**src/rtl/ysyx_24120013_ifu.sv**
```systemverilog
// Instruction fetch unit: one outstanding imem read, valid/ready hand-off to decode,
// sequential PC with execute redirect that discards in-flight fetches.
module ysyx_24120013_ifu #(
    parameter int                    ADDR_WIDTH = 32,
    parameter int                    INST_WIDTH = 32,
    parameter logic [ADDR_WIDTH-1:0] RESET_PC   = 'h8000_0000
) (
    input  logic                  clk,
    input  logic                  rst,
    input  logic                  redirect_valid,
    input  logic [ADDR_WIDTH-1:0] redirect_pc,
    output logic                  imem_req_valid,
    input  logic                  imem_req_ready,
    output logic [ADDR_WIDTH-1:0] imem_req_addr,
    input  logic                  imem_resp_valid,
    input  logic [INST_WIDTH-1:0] imem_resp_data,
    input  logic                  imem_resp_err,
    output logic                  IFU_valid,
    input  logic                  IDU_ready,
    output logic [INST_WIDTH-1:0] IFU_inst,
    output logic [ADDR_WIDTH-1:0] IFU_pc,
    output logic                  IFU_fault
);

    typedef enum logic [1:0] {S_REQ, S_WAIT, S_OUT, S_HALT} state_t;

    state_t                  state_q, state_d;
    logic [ADDR_WIDTH-1:0]   pc_q, pc_d;
    logic                    drop_q, drop_d;
    logic                    valid_q, valid_d;
    logic [INST_WIDTH-1:0]   inst_q, inst_d;
    logic [ADDR_WIDTH-1:0]   ipc_q, ipc_d;
    logic                    fault_q, fault_d;

    logic redir, redir_bad, redir_ok, req_fire;

    // Gate with rst so the request drops the instant reset is asserted.
    assign imem_req_valid = (state_q == S_REQ) && !rst;
    assign imem_req_addr  = pc_q;
    assign req_fire       = imem_req_valid && imem_req_ready;

    assign redir     = redirect_valid && (state_q != S_HALT);
    assign redir_bad = redir && (redirect_pc[1:0] != 2'b00);
    assign redir_ok  = redir && !redir_bad;

    assign IFU_valid = valid_q;
    assign IFU_inst  = inst_q;
    assign IFU_pc    = ipc_q;
    assign IFU_fault = fault_q;

    always_comb begin
        state_d = state_q;
        pc_d    = pc_q;
        drop_d  = drop_q;
        valid_d = valid_q;
        inst_d  = inst_q;
        ipc_d   = ipc_q;
        fault_d = fault_q;
        unique case (state_q)
            S_REQ: begin
                if (redir_ok) pc_d = redirect_pc;
                if (req_fire) begin
                    state_d = S_WAIT;
                    drop_d  = redir_ok;
                end
            end
            S_WAIT: begin
                if (redir_ok) begin
                    pc_d = redirect_pc;
                    if (imem_resp_valid) begin
                        drop_d  = 1'b0;
                        state_d = S_REQ;
                    end else begin
                        drop_d  = 1'b1;
                    end
                end else if (imem_resp_valid) begin
                    if (drop_q) begin
                        drop_d  = 1'b0;
                        state_d = S_REQ;
                    end else if (imem_resp_err) begin
                        fault_d = 1'b1;
                        state_d = S_HALT;
                    end else begin
                        inst_d  = imem_resp_data;
                        ipc_d   = pc_q;
                        valid_d = 1'b1;
                        state_d = S_OUT;
                    end
                end
            end
            S_OUT: begin
                if (redir_ok) begin
                    pc_d    = redirect_pc;
                    valid_d = 1'b0;
                    state_d = S_REQ;
                end else if (IDU_ready) begin
                    pc_d    = pc_q + ADDR_WIDTH'(4);
                    valid_d = 1'b0;
                    state_d = S_REQ;
                end
            end
            S_HALT: ;
        endcase
        // A misaligned target halts from any live state, overriding the above.
        if (redir_bad) begin
            fault_d = 1'b1;
            valid_d = 1'b0;
            state_d = S_HALT;
        end
    end

    always_ff @(posedge clk or posedge rst) begin
        if (rst) begin
            state_q <= S_REQ;
            pc_q    <= RESET_PC;
            drop_q  <= 1'b0;
            valid_q <= 1'b0;
            inst_q  <= '0;
            ipc_q   <= '0;
            fault_q <= 1'b0;
        end else begin
            state_q <= state_d;
            pc_q    <= pc_d;
            drop_q  <= drop_d;
            valid_q <= valid_d;
            inst_q  <= inst_d;
            ipc_q   <= ipc_d;
            fault_q <= fault_d;
        end
    end

endmodule

```
**config.mk**
```make
export PLATFORM = sky130hd
export DESIGN_NAME = ysyx_24120013_ifu
export DESIGN_NICKNAME = d
export VERILOG_FILES = /design/src/rtl/ysyx_24120013_ifu.sv
export SDC_FILE = /design/constraint.sdc
export NUM_CORES = 1
export LEC_CHECK = 0
export ABC_AREA = 0
export BUFFER_PORTS_ARGS = -buffer_cell sky130_fd_sc_hd__buf_2
export CAP_MARGIN = 20
export CORE_UTILIZATION = 33
export DETAILED_ROUTE_END_ITERATION = 12
export HOLD_SLACK_MARGIN = 0.15
export PLACE_DENSITY = 0.55
export SETUP_SLACK_MARGIN = 0.15
export SLEW_MARGIN = 20
export SYNTH_ARGS = -nofsm -noshare
export SYNTH_HDL_FRONTEND = slang
export SYNTH_SLANG_ARGS = --single-unit
export TNS_END_PERCENT = 100
```
**constraint.sdc**
```tcl
create_clock -name clk -period 5.3 [get_ports clk]
set_input_delay 1.06 -clock clk [delete_from_list [all_inputs] [get_ports clk]]
set_output_delay 1.06 -clock clk [all_outputs]
set_load 0.02 [all_outputs]
```
==> results_dict.tcl <==
set metrics [dict create \
    leakagePower_nw 2.746 \
    endpoint_kind "register" \
    mappedNetlistArea_mm2 0.004843 \
    setup_viol 0 \
    numCtsBuffers 9 \
    synth.yosys.seq_area_share_pct 52.21 \
    clk_pin_slew_ns 0.06 \
    cts_num_sinks 101 \
    critical_path_class "input pin to register" \
    fp.dieW_um 123.2 \
    seqPwrFrac_pct 36.0 \
    maxCapViolations 0 \
    syn_inst 435 \
    synth_edf_count 0 \
    die_area_mm2 0.01517 \
    nets 668 \
    finClkSkew_ns 0.01160 \
    path_buf_inv 2 \
    cts_tree "built" \
    clock_latency_ns 0.35 \
    fin_cells 776 \
    drc_errors 0 \
    grt_overflow 0 \
    clockPowerShare_pct 15.6 \
    cp_data_required_time_ns 5.53 \
    place_congestion 0.7972 \
    async_flop_share_pct 100.0 \
    h-tree-depth 3 \
    postCtsSetupBuffers 0 \
    grt.total_usage_pct 17.75 \
    vias 4028 \
    n_antenna_cell 0 \
    p_comb_share_pct 48.5 \
    dp_hpwl_um 9663 \
    period_share_pct 60.10 \
    syn2layout_area_growth_pct 27.02 \
    hold_class "register to register" \
    grt_setup_unrepaired "false" \
    ctsResizeCount 0 \
    first_pass_iters 4 \
    power_per_cell_area_mw_per_mm2 686.0 \
    ys_types 57 \
    crit_family "simple AND/OR/NAND/NOR gates" \
    grt_pass1_wl_um 20490 \
    crit_path_start_kind "input pin" \
    vias_per_cell 5.191 \
    synth.avg_cell_area_um2 11.13 \
    path_cells "buf_2 > or4b_1 > and4b_2 > buf_4 > mux2_2" \
    top_level_ports 170 \
    slowest_delay_ns 1.02 \
    status "complete, no violations" \
    numPortBuffers 169 \
    p_int_mw 2.354 \
    postRouteAntennaNets 0 \
    antenna_found_initial 0 \
    clockRootBuffer "clkbuf_16" \
    irDropWorstVdd_mv 0.3228 \
    crit_fanout 43 \
    finalHoldViolations 0 \
    period_minus_slack_ns 3.185 \
    drive_above_1_share_pct 43.96 \
    grt_pass1_vias 3820 \
    dp.cells 759 \
    initial_core_util_pct 34.36 \
    layout_commonest_cell "buf_2" \
    worst_pin_slew_ns 1.072 \
    drv_slew 0 \
    tns_ns 0 \
    slowest_stage "and4b_2" \
    wl_per_cell_um 17.19 \
    relSlewSlack_pct 28.56 \
    coreArea_mm2 0.01410 \
    fp.dieH_um 123.2 \
    fmax_ghz 0.3139 \
    rows 43 \
    clockBufferDepth 2 \
    routed_wl_um 13340 \
    p_sw_mw 1.867 \
    mostFrequentLayoutCells "buf_2, dfrtp_1, mux2_2" \
    ys_ff_latch 101 \
    cts_hold_buf 0 \
    crit_arrival_ns 3.41 \
    ys_warn_count 0 \
    ys.flop_type "dfrtp_1" \
    grt_max_degree 65 \
    netSwitchingFraction_pct 44.23 \
    synth_nets 512 \
    drt_first_iter_violations 237 \
]
area by class of cell:
| type | instances | area, um2 |
|---|---|---|
| well taps | 180 | 225.2 |
| repair buffers | 173 | 895.9 |
| fillers | 1371 | 7944 |
| clock inverters | 4 | 47.55 |
| multi-input cells | 300 | 2183 |
| clock buffers | 12 | 246.5 |
| inverters | 6 | 25.02 |
| flip-flops and latches | 101 | 2529 |
Yosys cell counts (2+ instances only):
cell type / instances / area, um2
mux2_2: 64 / 720.7
clkbuf_1: 16 / 60.06
a22oi_1: 2 / 15.01
a22o_1: 3 / 26.28
o31ai_1: 2 / 15.01
nor3_1: 7 / 35.03
nand2b_1: 2 / 12.51
and2_1: 4 / 25.02
a2bb2oi_1: 4 / 35.03
nor4_1: 5 / 31.28
ha_1: 6 / 75.07
and3_1: 5 / 31.28
a211o_1: 2 / 17.52
nand2_1: 22 / 82.58
mux2i_1: 3 / 30.03
dfrtp_1: 100 / 2502
inv_1: 6 / 22.52
buf_2: 10 / 50.05
o22a_1: 10 / 87.58
or3_1: 3 / 18.77
a31oi_1: 8 / 50.05
and4_1: 4 / 35.03
a41oi_1: 2 / 17.52
o21a_1: 2 / 15.01
nor3b_1: 2 / 15.01
o21ai_0: 16 / 80.08
a311oi_1: 2 / 17.52
a21oi_1: 37 / 185.2
nand4_1: 13 / 81.33
o22ai_1: 4 / 25.02
nand3_1: 18 / 90.09
nor2_1: 26 / 97.59
layer usage:
layer  global-route usage, %  vias up  wire length [um]
li1                        -     1936                 -
met1                   24.17     1964              5789
met2                   28.35      121              6646
met3                   4.197        7               788
met4                   4.367        0               116
met5                       0        -                 0
worst paths after layout:
kind                                   startpoint  cells past startpoint                       end  slack [ns]
max                                redirect_valid                      5     IFU_pc[9]$_DFFE_PP0P_        2.11
min                         IFU_fault$_DFFE_PP0P_                      1     IFU_fault$_DFFE_PP0P_        0.48
max reg2reg                state_q[1]$_DFFE_PP0P_                      7     IFU_pc[9]$_DFFE_PP0P_        2.24
min reg2reg                 IFU_fault$_DFFE_PP0P_                      1     IFU_fault$_DFFE_PP0P_        0.48
max in group asynchronous                     rst                      3    IFU_pc[12]$_DFFE_PP0P_        3.40
min in group asynchronous                     rst                      2  IFU_inst[19]$_DFFE_PP0P_        0.89
metrics by stage:
step	hold slack [ns]	power (mW)	utilization [%]	setup WS [ns]	instance area [um2]
after CTS	0.4967	4.251	43.40	2.147	6117
after global routing	0.5034	4.536	43.64	1.980	6152
final	0.4810	4.221	43.64	2.115	6152
after floorplan	0.5725	2.887	-	1.595	4843
after detailed placement	0.4705	3.578	41.31	1.778	5823
after global placement	0.4714	3.533	41.31	1.863	5823
cells by family (layout without fill, tap and decap cells):
kind of cell    Yosys count  count (layout)  share of synthesized area (%)
simple gates            123             123                          13.80
compound gates          104             104                          13.82
flops                   101             101                          52.21
mux                      67              67                          15.50
buf+inv                  34             195                          3.126
fa+ha+maj                 6               6                          1.550
state kept, by name (all words and copies together) (netlist names):
register,flops
drop_q,1
imem_req_addr,32
IFU_inst,32
IFU_fault,1
IFU_valid,1
state_q,2
IFU_pc,32
power by group through the flow:
stage / logic, mW / clock network, mW / registers (mW)
floorplan: 0.986 / 0 / 1.90
global route: 2.24 / 0.711 / 1.59
finish: 2.04 / 0.658 / 1.52
CTS: 2.05 / 0.680 / 1.52
global placement: 2.01 / 0 / 1.52
detailed placement: 2.04 / 0 / 1.53
(Power assumes the default switching activity.)
